## src/rtl/prom_fetch.sv

```systemverilog
// prom_fetch: fetch stage that reads one instruction from a nibble-wide
// external program memory over a req/ack bus and hands it to the core.
//
// Ports:
//   CLK, RST       clock; synchronous active-high reset
//   PC             core program counter, sampled in ADDR
//   INSTR          assembled instruction, updated on entry to EXEC
//   CORE_EN        one-cycle execute enable (EXEC state)
//   MEM_REQ        read request, high throughout FETCH
//   MEM_ADDR       {pc_latched, beat} nibble address
//   MEM_ACK        acknowledge, MEM_DATA valid in the same cycle
//   MEM_DATA       read data beat
//
// Optional feature macro: FETCH_REUSE_EN
//   When defined, a tag/valid pair remembers the last fetched PC so that
//   re-executing the same PC skips the memory read entirely.
module prom_fetch #(
  parameter int PC_W    = 8,
  parameter int INSTR_W = 8,
  parameter int BEAT_W  = 4
) (
  input  logic                 CLK,
  input  logic                 RST,
  input  logic [PC_W-1:0]      PC,
  output logic [INSTR_W-1:0]   INSTR,
  output logic                 CORE_EN,
  output logic                 MEM_REQ,
  output logic [PC_W+$clog2(INSTR_W/BEAT_W)-1:0] MEM_ADDR,
  input  logic                 MEM_ACK,
  input  logic [BEAT_W-1:0]    MEM_DATA
);

  localparam int BEATS = INSTR_W / BEAT_W;
  localparam int BW = (BEATS > 1) ? $clog2(BEATS) : 1;
  localparam logic [BW-1:0] LAST = BW'(BEATS - 1);

  typedef enum logic [1:0] {
    IDLE,
    ADDR,
    FETCH,
    EXEC
  } state_e;

  state_e              state_q, state_d;
  logic [PC_W-1:0]     pc_q, pc_d;
  logic [BW-1:0]       beat_q, beat_d;
  logic [INSTR_W-1:0]  stg_q, stg_d;
  logic [INSTR_W-1:0]  instr_q, instr_d;
  logic                hit;

`ifdef FETCH_REUSE_EN
  logic [PC_W-1:0]     tag_q, tag_d;
  logic                vld_q, vld_d;

  assign hit = vld_q && (PC == tag_q);
`else
  assign hit = 1'b0;
`endif

  always_comb begin
    state_d = state_q;
    pc_d    = pc_q;
    beat_d  = beat_q;
    stg_d   = stg_q;
    instr_d = instr_q;
    MEM_REQ = 1'b0;
    CORE_EN = 1'b0;
`ifdef FETCH_REUSE_EN
    tag_d   = tag_q;
    vld_d   = vld_q;
`endif
    unique case (state_q)
      IDLE: state_d = ADDR;
      ADDR: begin
        pc_d    = PC;
        beat_d  = '0;
        state_d = hit ? EXEC : FETCH;
      end
      FETCH: begin
        MEM_REQ = 1'b1;
        if (MEM_ACK) begin
          for (int i = 0; i < BEATS; i++) begin
            if (beat_q == BW'(i))
              stg_d[i*BEAT_W +: BEAT_W] = MEM_DATA;
          end
          if (beat_q == LAST) begin
            // Final beat is merged combinationally so INSTR
            // lands on the same edge that enters EXEC.
            instr_d = stg_d;
            state_d = EXEC;
`ifdef FETCH_REUSE_EN
            tag_d   = pc_q;
            vld_d   = 1'b1;
`endif
          end else begin
            beat_d = beat_q + 1'b1;
          end
        end
      end
      EXEC: begin
        CORE_EN = 1'b1;
        state_d = ADDR;
      end
      default: state_d = IDLE;
    endcase
  end

  always_ff @(posedge CLK) begin
    if (RST) begin
      state_q <= IDLE;
      pc_q    <= '0;
      beat_q  <= '0;
      stg_q   <= '0;
      instr_q <= '0;
`ifdef FETCH_REUSE_EN
      tag_q   <= '0;
      vld_q   <= 1'b0;
`endif
    end else begin
      state_q <= state_d;
      pc_q    <= pc_d;
      beat_q  <= beat_d;
      stg_q   <= stg_d;
      instr_q <= instr_d;
`ifdef FETCH_REUSE_EN
      tag_q   <= tag_d;
      vld_q   <= vld_d;
`endif
    end
  end

  assign INSTR = instr_q;

  generate
    if (BEATS > 1) begin : g_beat
      assign MEM_ADDR = {pc_q, beat_q};
    end else begin : g_nobeat
      assign MEM_ADDR = pc_q;
    end
  endgenerate

endmodule

```

## config.mk

```make
export PLATFORM = sky130hd
export DESIGN_NAME = prom_fetch
export DESIGN_NICKNAME = d
export VERILOG_FILES = /design/src/rtl/prom_fetch.sv
export SDC_FILE = /design/constraint.sdc
export NUM_CORES = 1
export LEC_CHECK = 0
export CORE_MARGIN = 2
export CORE_UTILIZATION = 45
export DETAILED_ROUTE_END_ITERATION = 10
export HOLD_SLACK_MARGIN = 0.05
export PLACE_DENSITY = 0.81
export SETUP_SLACK_MARGIN = 0.02
export SYNTH_ARGS = -nofsm -noshare
export SYNTH_HDL_FRONTEND = slang
export SYNTH_SLANG_ARGS = --single-unit
```

## constraint.sdc

```tcl
create_clock -name CLK -period 3.1 [get_ports CLK]
set_input_delay 0.93 -clock CLK [delete_from_list [all_inputs] [get_ports CLK]]
set_output_delay 0.93 -clock CLK [all_outputs]
set_load 0.005 [all_outputs]
```

==> flow_summary.yaml <==
drt:
  vias: 764
  drc: 0
  viasPerCell: 4.805
  wl_per_cell_um: 11.43
  first_pass_iters: 4
  drt-initial-drc-count: 4
  wl_um: 1818
  route.antenna.remaining_nets: 0
cts:
  cts-root-buf: "clkbuf_4"
  postCtsSetupRepairBufs: 0
  htree_levels: 1
  clkLatencyLatePin_ns: 0.29
  cts_buffers: 3
  holdBufCountCts: 0
  cts_buffer_depth: 2
  cts_tree: "done"
  ctsResizeCount: 0
  clk_pin_slew_worst_paths_ns: 0.11
  cts.sinks: 23
floorplanning:
  core_um2: 1962
  die-area_um2: 2464
  start_util_pct: 47.77
  ioPinCount: 34
  rows: 16
  die_h_um: 49.64
  die_w_um: 49.64
grt:
  overflow: 0
  met3_usage_pct: 3.939
  grt_use_met1_pct: 16.51
  grt_usage_pct: 16.36
  grt_pass1_wl_um: 3118
  antenna_found_initial: 0
  grtUsageMet2_pct: 31.33
  grt_max_degree: 14
  first_global_vias: 755
  top_usage_layer: "met2"
critical_path:
  critical_path_required_ns: 2.17
  max_stage_delay_ns: 0.52
  reg2reg_depth: 4
  crit_chain: "inv_1, ha_1, clkdlybuf4s50_1"
  worstSetupEndpointType: "primary output"
  ff2ff_setup_slack_ns: 1.62
  worstSetupPathType: "reg -> out"
  r2r_end: "state_q[1]$_SDFFE_PP0P_"
  cp-start-kind: "flop"
  reg2reg_from: "state_q[0]$_SDFFE_PP0P_"
  worstPathArrival_ns: 1.50
  cpMaxStageDelayCell: "clkdlybuf4s50_1"
  cp_max_fo: 4
synth:
  synth.cell_area_um2: 937.1
  yosysWarnings: 0
  synth.net_count: 121
  avgSynthCellArea_um2: 9.279
  ys_seq_elements: 23
  synth.distinct_cells: 16
  synthCells: 101
  synth_seq_area_share_pct: 49.13
sta:
  max_slew_margin_pct: 67.65
  setup_viol: 0
  drv_slew: 0
  tightest_slew_ns: 0.4852
  rsz0062_at_grt: "no"
  fin_tns_setup_ns: 0
  hold_viol: 0
  layout_setup_ws_ns: 0.6679
  finClkSkew_ns: 0.002972
  max_freq_ghz: 0.4112
  post-route-min-period_ns: 2.432
  timing.final.crit_share_pct: 78.46
min_path:
  holdPathStages: 2
  worstHoldPathType: "reg -> reg"
  worstHoldEndpoint: "INSTR[5]$_SDFFE_PP0P_"
  hp-start: "INSTR[5]$_SDFFE_PP0P_"
cells_and_area:
  drive_above_1_share_pct: 6.061
  antennaDiodeCount: 0
  synthToLayoutAreaGrowth_pct: 37.78
  layout.nets: 153
  stdcell_count: 159
  utilization_pct: 65.82
  fin_area_um2: 1291
pwr:
  powerDensity_nw_per_um2: 608.8
  vdd_drop_max_mv: 0.3667
  total_leakage_power_nw: 0.5169
placement:
  pre_cts_ws_ns: 0.8729
  place.gp.congestion: 0.7027
  io_buffers: 33
  dp_cells: 155
  placed_cell_area_um2: 1265
  hpwl_um: 1427
job:
  cap_violations: 0
run_status:
  outcome: "finished clean"
## cells in the final DEF (no fill, tap or decap)
| cell | instances |
|---|---|
| nand3_1 | 1 |
| buf_4 | 1 |
| nor2_1 | 16 |
| o21ai_0 | 1 |
| and3_1 | 1 |
| clkdlybuf4s50_1 | 33 |
| nand2_1 | 17 |
| mux2i_1 | 12 |
| clkbuf_4 | 3 |
| mux2_2 | 2 |
| nand3b_2 | 1 |
| a21oi_1 | 9 |
| clkbuf_1 | 1 |
| ha_1 | 5 |
| inv_1 | 5 |
| a22oi_2 | 1 |
| dfxtp_1 | 23 |
## metal layers
layer  vias up  part of all wire [%]
li1        387                     -
met1       350                    42
met2        25                    50
met3         2                   6.9
met4         0                  0.94
met5         -                     0
## cells by family (layout without fill, tap and decap cells)
| group | after synthesis | in the layout | synth area share, % |
|---|---|---|---|
| adder cells (fa/ha/maj) | 5 | 5 | 6.676 |
| AND/OR/NAND/NOR | 36 | 36 | 15.62 |
| buffers and inverters | 12 | 43 | 6.676 |
| AO/OA/AOI/OAI | 11 | 11 | 6.675 |
| flip-flops | 23 | 23 | 49.13 |
| multiplexers | 14 | 14 | 15.22 |
## state kept, by name (all words and copies together) (netlist names)
signal / count
INSTR: 8
pc_q: 8
beat_q: 1
state_q: 2
stg_q: 4
## report_power, final
| part | total [mW] | switching, mW | internal [mW] |
|---|---|---|---|
| clock network | 0.128 | 0.0781 | 0.0500 |
| logic | 0.287 | 0.121 | 0.166 |
| registers | 0.371 | 0.0312 | 0.340 |
## worst max-delay path by stage
stage,startpoint,to,slack [ns],cells past startpoint
after floorplan,state_q[0]$_SDFFE_PP0P_,MEM_REQ,1.50,2
final,state_q[0]$_SDFFE_PP0P_,MEM_REQ,0.67,3
after CTS,state_q[0]$_SDFFE_PP0P_,MEM_REQ,0.64,3
after global placement,MEM_ACK,state_q[0]$_SDFFE_PP0P_,0.95,4
after global routing,state_q[0]$_SDFFE_PP0P_,MEM_REQ,0.58,3
after detailed placement,MEM_ACK,state_q[1]$_SDFFE_PP0P_,0.87,4
## worst max-delay path, delay by kind of cell, from the launching register on
| kind | cells | cell delay, ns |
|---|---|---|
| adders and majority gates | 1 | 0.23 |
| buffers and inverters | 2 | 0.62 |
| DFF | 1 | 0.36 |
## metrics by stage
stage	total power, mW	hold slack [ns]
detailed placement	0.6693	0.4485
CTS	0.8004	0.4651
global route	0.8437	0.4823
global placement	0.6550	0.4345
finish	0.7861	0.4624
floorplan	0.5518	0.4315
## Yosys cell counts, drive strengths merged
| cell type | n | area, µm² |
|---|---|---|
| nor2 | 16 | 60.06 |
| a22oi | 1 | 12.51 |
| nand2 | 17 | 63.81 |
| nand3b | 1 | 11.26 |
| buf | 7 | 43.79 |
| mux2 | 2 | 22.52 |
| nand3 | 1 | 5.000 |
| and3 | 1 | 6.260 |
| mux2i | 12 | 120.1 |
| inv | 5 | 18.77 |
| a21oi | 9 | 45.04 |
| ha | 5 | 62.56 |
| dfxtp | 23 | 460.4 |
| o21ai | 1 | 5.000 |
## cell type report
cell class | count | area [µm²]
clock buffers | 4 | 26.28
inverters | 5 | 18.77
multi-input cells | 66 | 414.1
flip-flops and latches | 23 | 460.4
well taps | 27 | 33.78
fillers | 183 | 670.6
repair buffers | 34 | 337.8
Note: power is estimated with default switching activity, not from simulation.
